File: src/rtl/div_iter_unit_pkg.sv
// Shared encodings for the iterative divider: FSM states and HI/LO write-enable codes.
package div_iter_unit_pkg;

  typedef enum logic [1:0] {
    IDLE = 2'b00,
    BUSY = 2'b01,
    DONE = 2'b10
  } div_state_e;

  localparam logic [1:0] HILO_NONE = 2'b00;
  localparam logic [1:0] HILO_BOTH = 2'b11;

endpackage

File: src/rtl/div_iter_unit_step.sv
// One restoring-division iteration: shift {rem,quo} left, trial-subtract the divisor.
module div_step #(
  parameter int WIDTH = 32
) (
  input  logic [WIDTH-1:0] rem_i,
  input  logic [WIDTH-1:0] quo_i,
  input  logic [WIDTH-1:0] dvs_i,
  output logic [WIDTH-1:0] rem_o,
  output logic [WIDTH-1:0] quo_o
);

  logic [WIDTH:0] trial;

  assign trial = {rem_i, quo_i[WIDTH-1]} - {1'b0, dvs_i};

  always_comb begin
    rem_o = {rem_i[WIDTH-2:0], quo_i[WIDTH-1]};
    quo_o = {quo_i[WIDTH-2:0], 1'b0};
    if (!trial[WIDTH]) begin
      rem_o = trial[WIDTH-1:0];
      quo_o = {quo_i[WIDTH-2:0], 1'b1};
    end
  end

endmodule

File: src/rtl/div_iter_unit.sv
// Multi-cycle DIV/DIVU unit with EX-stage stall and HI/LO write-enable generation.
// Optional macro DIV_ZERO_FAST_EN: divide by zero completes in one cycle.
module div_iter_unit
  import div_iter_unit_pkg::*;
#(
  parameter int WIDTH = 32
) (
  input  logic             clk,
  input  logic             rst,
  input  logic             div_valid_i,
  input  logic             signed_i,
  input  logic [WIDTH-1:0] opa_i,
  input  logic [WIDTH-1:0] opb_i,
  input  logic             flush_i,
  input  logic             hold_i,
  input  logic [1:0]       hilowrite_i,
  output logic             stall_o,
  output logic             result_valid_o,
  output logic [WIDTH-1:0] hi_o,
  output logic [WIDTH-1:0] lo_o,
  output logic [1:0]       hilowrite_o
);

  localparam int CNT_W = $clog2(WIDTH + 1);

  div_state_e       state, state_nx;
  logic [CNT_W-1:0] cnt;
  logic [WIDTH-1:0] rem_q, quo_q, dvs_q;
  logic [WIDTH-1:0] rem_nx, quo_nx;
  logic [WIDTH-1:0] mag_a, mag_b;
  logic             qneg_q, rneg_q;
  logic             qneg_in, rneg_in;
  logic             accept;

  assign accept  = (state == IDLE) && div_valid_i && !flush_i;
  assign mag_a   = (signed_i && opa_i[WIDTH-1]) ? -opa_i : opa_i;
  assign mag_b   = (signed_i && opb_i[WIDTH-1]) ? -opb_i : opb_i;
  assign qneg_in = signed_i && (opa_i[WIDTH-1] ^ opb_i[WIDTH-1]);
  assign rneg_in = signed_i && opa_i[WIDTH-1];

  div_step #(.WIDTH(WIDTH)) u_step (
    .rem_i (rem_q),
    .quo_i (quo_q),
    .dvs_i (dvs_q),
    .rem_o (rem_nx),
    .quo_o (quo_nx)
  );

  always_ff @(posedge clk) begin
    if (rst) state <= IDLE;
    else     state <= state_nx;
  end

  always_comb begin
    state_nx    = state;
    stall_o     = 1'b0;
    hilowrite_o = hilowrite_i;
    case (state)
      IDLE: begin
        if (accept) begin
          stall_o     = 1'b1;
          hilowrite_o = HILO_NONE;
`ifdef DIV_ZERO_FAST_EN
          state_nx    = (opb_i == '0) ? DONE : BUSY;
`else
          state_nx    = BUSY;
`endif
        end
      end
      BUSY: begin
        stall_o     = 1'b1;
        hilowrite_o = HILO_NONE;
        if (flush_i)                  state_nx = IDLE;
        else if (cnt == CNT_W'(1))    state_nx = DONE;
      end
      DONE: begin
        if (flush_i) begin
          hilowrite_o = HILO_NONE;
          state_nx    = IDLE;
        end else begin
          hilowrite_o = HILO_BOTH;
          if (!hold_i) state_nx = IDLE;
        end
      end
      default: state_nx = IDLE;
    endcase
  end

  // Sign fix-up is folded into the final BUSY step so hi_o/lo_o are already
  // corrected and registered on the first DONE cycle.
  always_ff @(posedge clk) begin
    if (rst) begin
      cnt            <= '0;
      rem_q          <= '0;
      quo_q          <= '0;
      dvs_q          <= '0;
      qneg_q         <= 1'b0;
      rneg_q         <= 1'b0;
      hi_o           <= '0;
      lo_o           <= '0;
      result_valid_o <= 1'b0;
    end else begin
      result_valid_o <= (state_nx == DONE);
      case (state)
        IDLE: begin
          if (accept) begin
            rem_q  <= '0;
            quo_q  <= mag_a;
            dvs_q  <= mag_b;
            qneg_q <= qneg_in;
            rneg_q <= rneg_in;
            cnt    <= CNT_W'(WIDTH);
`ifdef DIV_ZERO_FAST_EN
            if (opb_i == '0) begin
              cnt  <= '0;
              lo_o <= qneg_in ? WIDTH'(1) : '1;
              hi_o <= rneg_in ? -mag_a : mag_a;
            end
`endif
          end
        end
        BUSY: begin
          rem_q <= rem_nx;
          quo_q <= quo_nx;
          cnt   <= cnt - CNT_W'(1);
          if (state_nx == DONE) begin
            lo_o <= qneg_q ? -quo_nx : quo_nx;
            hi_o <= rneg_q ? -rem_nx : rem_nx;
          end
        end
        default: ;
      endcase
    end
  end

endmodule

File: config.mk
export PLATFORM = sky130hd
export DESIGN_NAME = div_iter_unit
export DESIGN_NICKNAME = d
export VERILOG_FILES = /design/src/rtl/div_iter_unit_pkg.sv /design/src/rtl/div_iter_unit_step.sv /design/src/rtl/div_iter_unit.sv
export SDC_FILE = /design/constraint.sdc
export NUM_CORES = 1
export LEC_CHECK = 0
export ABC_CLOCK_PERIOD_IN_PS = 4600
export BUFFER_PORTS_ARGS = -buffer_cell sky130_fd_sc_hd__buf_2
export CELL_PAD_IN_SITES_DETAIL_PLACEMENT = 0
export CELL_PAD_IN_SITES_GLOBAL_PLACEMENT = 1
export CORE_ASPECT_RATIO = 2
export CORE_UTILIZATION = 40
export CTS_BUF_LIST = sky130_fd_sc_hd__clkbuf_2
export CTS_CLUSTER_SIZE = 30
export DETAILED_ROUTE_END_ITERATION = 16
export PLACE_DENSITY_LB_ADDON = 0.15
export SLEW_MARGIN = 20
export SYNTH_ARGS = -nofsm -noshare
export SYNTH_HDL_FRONTEND = slang
export SYNTH_SLANG_ARGS = --single-unit
File: constraint.sdc
create_clock -name clk -period 4.6 [get_ports clk]
set_input_delay 0.23 -clock clk [delete_from_list [all_inputs] [get_ports clk]]
set_output_delay 0.23 -clock clk [all_outputs]
set_load 0.01 [all_outputs]
==> results of run 1 <==
## kinds of logic (layout without fill, tap and decap cells)
family | after synthesis | in the layout | synth area share
AOI/OAI and AO/OA | 466 | 466 | 0.267
xor gates and xnor gates | 127 | 127 | 0.0934
adders and majority gates | 39 | 39 | 0.0416
buffers and inverters | 156 | 445 | 0.0592
DFF | 171 | 171 | 0.287
muxes | 27 | 27 | 0.0234
other | 0 | 1 | 0
and+or+nand+nor | 560 | 560 | 0.228
## final cells by class
type | count | area, sq um
clock inverter | 14 | 151
tap | 364 | 455
antenna | 1 | 2.50
sequential | 171 | 3450
inverter | 57 | 214
timing repair buffer | 356 | 2720
multi-input combinational | 1219 | 7950
clock buffer | 18 | 90.1
fill | 3022 | 14400
## state kept, by name (all words and copies together), names as in the netlist
register and cells:
rem_q 32, hi_o 32, result_valid_o 1, cnt 6
quo_q 32, qneg_q 1, rneg_q 1, lo_o 32
dvs_q 32, state 2
## Yosys cell counts, types with 9 or more instances
master,instances,share of area
o21ai_0,75,0.032
nand3b_1,9,0.0057
a22oi_1,51,0.032
nor3_1,36,0.015
a21oi_1,115,0.048
o21ai_1,9,0.0038
and2_1,17,0.0089
dfxtp_1,171,0.29
buf_2,9,0.0038
nor2_1,181,0.057
a211oi_1,66,0.042
o31ai_1,25,0.016
xor2_1,77,0.057
or4_1,11,0.0069
nand3_1,31,0.013
xnor2_1,50,0.037
a21o_1,12,0.0076
nor4_1,10,0.0053
nand2_1,170,0.054
ha_1,38,0.040
clkbuf_1,70,0.022
or3_1,18,0.0095
inv_1,56,0.018
nor2b_1,11,0.0058
o41ai_1,16,0.012
mux2i_1,20,0.017
a31oi_1,13,0.0068
and3_1,9,0.0047
buf_6,10,0.0095
## report_power, final
part	switching (mW)	internal, mW
clock	0.655	0.227
sequential	0.0548	1.53
combinational	0.651	0.475
total	1.36	2.23
## worst paths after layout
check                           slack, ns         from       end
worst max-delay path                 0.26    rem_q[11]  hi_o[28]
worst min-delay path                 0.12  div_valid_i  state[0]
worst max register to register       0.26    rem_q[11]  hi_o[28]
worst min register to register       0.47     hi_o[14]  hi_o[14]
## critical path, stage by stage, from the launching register on
cell      delay (ns)
dfxtp_1         0.51
ha_2            0.35
and4_1          0.25
and2_1          0.17
a22oi_2         0.23
nand4_2         0.18
and3b_1         0.22
or2_4           0.29
nor2_4          0.09
a21oi_2         0.04
inv_1           0.09
ha_4            0.16
nand4b_1        0.11
nor4_1          0.35
nand2_1         0.10
nor3_1          0.19
a41oi_2         0.08
or2_1           0.29
or4_1           0.41
a31oi_1         0.16
## timing repair
item / in CTS / in global routing
resized for setup: 0 / 46
buffers inserted: 0 / 5
hold buffers: 150 / 0
hold endpoints to repair: 75 / 0
setup endpoints to repair: 0 / 6
## stage by stage
stage          TNS (ns)  cell area, sq um
2_1_floorplan   -0.0663             12000
3_3_place_gp          0             13100
3_5_place_dp          0             13100
4_1_cts               0             14900
5_1_grt               0             15000
6_report              0             15000
## placed cells by master (no fill, tap or decap), drive strengths merged, types with 6 or more instances in the layout
cell,n
nand3b,10
a31oi,14
and3,11
dlygate4sd3,150
or3,20
o31ai,25
nor2,181
mux2i,20
dfxtp,171
a21o,15
o21ai,85
a22oi,52
buf,206
nand4,9
clkbuf,18
a221oi,10
and4,7
nor3,38
a311oi,8
inv,66
o211ai,6
nand2b,7
a211oi,67
mux2,7
ha,38
nand2,170
or4,13
nand3,31
and2,17
xor2,77
nor4,12
xnor2,50
o41ai,17
nor2b,11
a21oi,117
## routing by layer
layer | vias to the layer above | GRT usage | routed length, um
met5 | - | 0 | 0
met4 | 0 | 0.279 | 4530
met3 | 160 | 0.0491 | 1370
met2 | 314 | 0.608 | 26200
met1 | 6036 | 0.262 | 14500
li1 | 6145 | - | -
==> results.sh, run 1 <==
export IMPL_outcome="complete, no violations"
export IMPL_slew_headroom=0.311
export IMPL_worst_pin_slew_ns=1.02
export IMPL_fin_skew_ns=0.0559
export IMPL_clk_transition_reported_paths_ns=0.33
export IMPL_start_kind="flop"
export IMPL_cts_tree="yes"
export IMPL_start_util=0.405
export IMPL_clock_sinks=171
export IMPL_synth_cell_types=99
export IMPL_grt_first_pass_wirelength_um=70300
export IMPL_min_period_ns=4.34
export IMPL_final_hold_violation_count=0
export IMPL_postSynth_topFlopCell="dfxtp_1"
export IMPL_pre_cts_ws_ns=0.0936
export IMPL_dpl_hpwl_um=35400
export IMPL_grt_overflow_total=0
export IMPL_drt_first_pass_iters=5
export IMPL_die_area_sq_mm=0.0305
export IMPL_synthCells=1546
export IMPL_pin_count=140
export IMPL_criticalPathCategory="reg -> reg"
export IMPL_coreArea_sq_mm=0.0294
export IMPL_placed_cells=2012
export IMPL_grtUsageTotal=0.315
export IMPL_netlist_area_sq_mm=0.0119
export IMPL_viasPerCell=5.75
export IMPL_clockBufferDepth=2
export IMPL_fin_util=0.511
export IMPL_post_route_drc_count=0
export IMPL_die_height_um=246
export IMPL_synth_warnings=0
export IMPL_drive_gt1_frac=0.184
export IMPL_die_w_um=124
export IMPL_p_leak_nw=6.02
export IMPL_crit_arrival_ns=5.17
export IMPL_synth_edf_count=0
export IMPL_grt_max_degree=92
export IMPL_drt_iter0_markers=601
export IMPL_drv_slew=0
export IMPL_power_density_mw_per_mm2=239
export IMPL_antenna_left=0
export IMPL_hold_path_class="in -> reg"
export IMPL_place_congestion=0.925
export IMPL_clockRootBuffer="clkbuf_2"
export IMPL_period_share=0.943
export IMPL_antenna_found_initial=1
export IMPL_ff2ff_path_depth=19
export IMPL_layout_cells_non_filler=2200
export IMPL_cts_htree_levels=4
export IMPL_worstSetupEndpointType="flop"
export IMPL_cp_max_fo=7
export IMPL_vias=12700
export IMPL_clk_latency_ns=0.90
export IMPL_peakVddDrop_mv=0.160
export IMPL_synth_avg_cell_area_sq_um=7.71
export IMPL_worst_hold_slack_ns=0.119
export IMPL_wire_per_inst_um=21.2
export IMPL_layout_setup_ws_ns=0.264
export IMPL_rsz0062_at_grt="no"
export IMPL_nNetsFinal=1933
export IMPL_area_growth_syn_to_layout_pct=26.2
export IMPL_synth_seq_cells=171
export IMPL_yosysSeqAreaShare=0.287
export IMPL_synth_fp_nets=1657
export IMPL_io_buffer_count=139
export IMPL_grt_pass1_vias=12600
export IMPL_routed_wl_um=46600
export IMPL_cap_viol_max_count=0
export IMPL_power_mw=3.59
export IMPL_min_delay_path_depth=3
export IMPL_ys_async_sr_fraction=0
export IMPL_setup_viol=0
export IMPL_cts_buffers=17
export IMPL_rows=89
export IMPL_cp_required_ns=5.43
export IMPL_fmax_mhz=231
Note: power is estimated with default switching activity, not from simulation.
==> run 2, diff against run 1 <==
Settings changed: ABC_CLOCK_PERIOD_IN_PS 4600 to 5100, GPL_TIMING_DRIVEN from default to 0.
Clock period 4.6 ns to 5.1 ns, I/O delays scaled along.
==> run 2 against run 1 <==
Compared with the run above:
- combinational power shrank 8%
- worst setup slack lost 0.099 ns
- flip-flop and latch count is the same
- utilization grew 0.12 points
- final area grew 0.23%
- sequential power shrank 10%
- clock skew grew 0.0025 ns
- hold slack lost 0.024 ns
- first-iteration DRC count grew 20%
- count of clock-buffer cells in the layout shrank 1
- final cell count grew 1.3%
- non-clock buffer count grew 28
==> results.sh, run 2 (synthesis gave the netlist of run 1 again) <==
export IMPL_die_area_sq_mm=0.0305
export IMPL_clk_transition_reported_paths_ns=0.32
export IMPL_met3_usage=0.0514
export IMPL_cts_htree_levels=4
export IMPL_final_common_cell="nor2_1"
export IMPL_fmax_mhz=203
export IMPL_clk_latency_ns=0.91
export IMPL_n_fill_cell=3053
export IMPL_criticalPathCategory="reg -> reg"
export IMPL_setup_viol=0
export IMPL_vias=12900
export IMPL_slew_headroom=0.375
export IMPL_wire_per_inst_um=21.7
export IMPL_fin_skew_ns=0.0584
export IMPL_period_share=0.968
export IMPL_top_usage_layer="met2"
export IMPL_min_delay_start="rst"
export IMPL_grt_first_pass_wirelength_um=72900
export IMPL_die_w_um=124
export IMPL_cts_buffers=17
export IMPL_post_route_drc_count=0
export IMPL_dpl_hpwl_um=38300
export IMPL_rows=89
export IMPL_drt_iter0_markers=723
export IMPL_crit_path_max_incr_delay_ns=0.51
export IMPL_crit_arrival_ns=5.81
export IMPL_routed_wl_um=48300
export IMPL_io_buffer_count=137
export IMPL_start_util=0.405
export IMPL_power_density_mw_per_mm2=213
export IMPL_p_leak_nw=5.87
export IMPL_worst_pin_slew_ns=0.937
export IMPL_viasPerCell=5.80
export IMPL_hold_path_class="in -> reg"
export IMPL_slowest_stage="dfxtp_4"
export IMPL_drt_first_pass_iters=8
export IMPL_grt_pass1_vias=13000
export IMPL_cts_tree="yes"
export IMPL_coreArea_sq_mm=0.0294
export IMPL_drive_gt1_frac=0.183
export IMPL_final_hold_violation_count=0
export IMPL_critical_path_startpoint="rem_q[10]"
export IMPL_place_congestion=0.969
export IMPL_outcome="complete, no violations"
export IMPL_start_kind="flop"
export IMPL_antenna_found_initial=1
export IMPL_clockRootBuffer="clkbuf_2"
export IMPL_grt_max_degree=20
export IMPL_r2r_start="rem_q[10]"
export IMPL_pin_count=140
export IMPL_peakVddDrop_mv=0.221
export IMPL_path_cells="ha_4 > buf_6 > a21o_1 > a31o_4 > a22oi_2 > nand4_2 > and3b_1 > buf_6 > or2_4 > buf_12 > buf_8 > o21ai_4 > ha_4 > nand4b_1 > nor4_4 > nand2_1 > nor3_2 > a41oi_2 > or2_1 > or4_1 > a31oi_1"
export IMPL_layout_common_cells="nor2_1, nand2_1, dfxtp_1, buf_2, dlygate4sd3_1"
export IMPL_grtUsageTotal=0.327
export IMPL_drv_slew=0
export IMPL_grt_overflow_total=0
export IMPL_min_period_ns=4.94
export IMPL_area_growth_syn_to_layout_pct=26.5
export IMPL_tns_ns=0
export IMPL_clock_sinks=171
export IMPL_final_seq_area_sq_mm=0.00348
export IMPL_cpLargestDelayFamily="simple AND/OR/NAND/NOR gates"
export IMPL_multi_input_area_sq_mm=0.00803
export IMPL_die_height_um=246
export IMPL_cap_viol_max_count=0
export IMPL_worst_hold_slack_ns=0.0946
export IMPL_use_met2=0.616
export IMPL_clockBufferDepth=2
export IMPL_use_met1=0.281
export IMPL_critPathBufInv=4
export IMPL_cp_max_fo=10
export IMPL_antenna_left=0
export IMPL_nNetsFinal=1961
export IMPL_worstSetupEndpointType="flop"
export IMPL_cp_required_ns=5.97
==> run 2: layout make-up <==
cell class	instances	share of cell area
inverter	57	0.0145
antenna	1	0.000166
clock inverter	15	0.00988
buffer	93	0.0332
tap	364	0.0302
timing repair buffer	291	0.143
multi-input combinational	1219	0.533
sequential	171	0.231
clock buffer	17	0.00565
==> run 2: worst min-delay path, delay by kind of cell <==
kind / cells / cell delay (ns)
buffers and inverters: 1 / 0.33
AND/OR/NAND/NOR: 1 / 0.30
AO/OA/AOI/OAI: 1 / 0.12
==> run 2: final timing paths <==
path	to	slack, ns	cells after the start
worst min-delay path	hi_o[27]	0.09	3
worst max-delay path	hi_o[28]	0.16	21
worst max register to register	hi_o[28]	0.16	21
worst min register to register	hi_o[15]	0.47	2
==> run 2: per-layer routing <==
metal,share of wire,vias up
li1,-,6211
met1,0.32,6164
met2,0.55,378
met3,0.032,169
met4,0.11,0
met5,0,-
==> run 2: power by group <==
part / switching [mW] / internal, mW / leakage (nW)
combinational: 0.612 / 0.425 / 4.34
sequential: 0.0505 / 1.38 / 1.40
clock: 0.586 / 0.155 / 0.130
==> run 2: through the flow <==
| step | area, sq um | worst slack, ns | util | instances | total power, mW |
|---|---|---|---|---|---|
| after global routing | 15100 | -0.0614 | 0.513 | 2228 | 3.35 |
| after detailed placement | 13100 | -1.77 | 0.444 | 2047 | 2.31 |
| after CTS | 14700 | 0.00310 | 0.501 | 2208 | 3.17 |
| after floorplan | 11900 | 0.114 | - | 1546 | 2.01 |
| final | 15100 | 0.165 | 0.513 | 2228 | 3.21 |
| after global placement | 13100 | -1.85 | 0.444 | 2047 | 2.31 |
==> run 2: timing repair <==
item,in CTS,in global routing
pin swaps,11,16
resized for setup,51,66
hold buffers,122,0
setup buffers,9,23
endpoints found under the hold margin,72,0
setup endpoints to repair,23,10
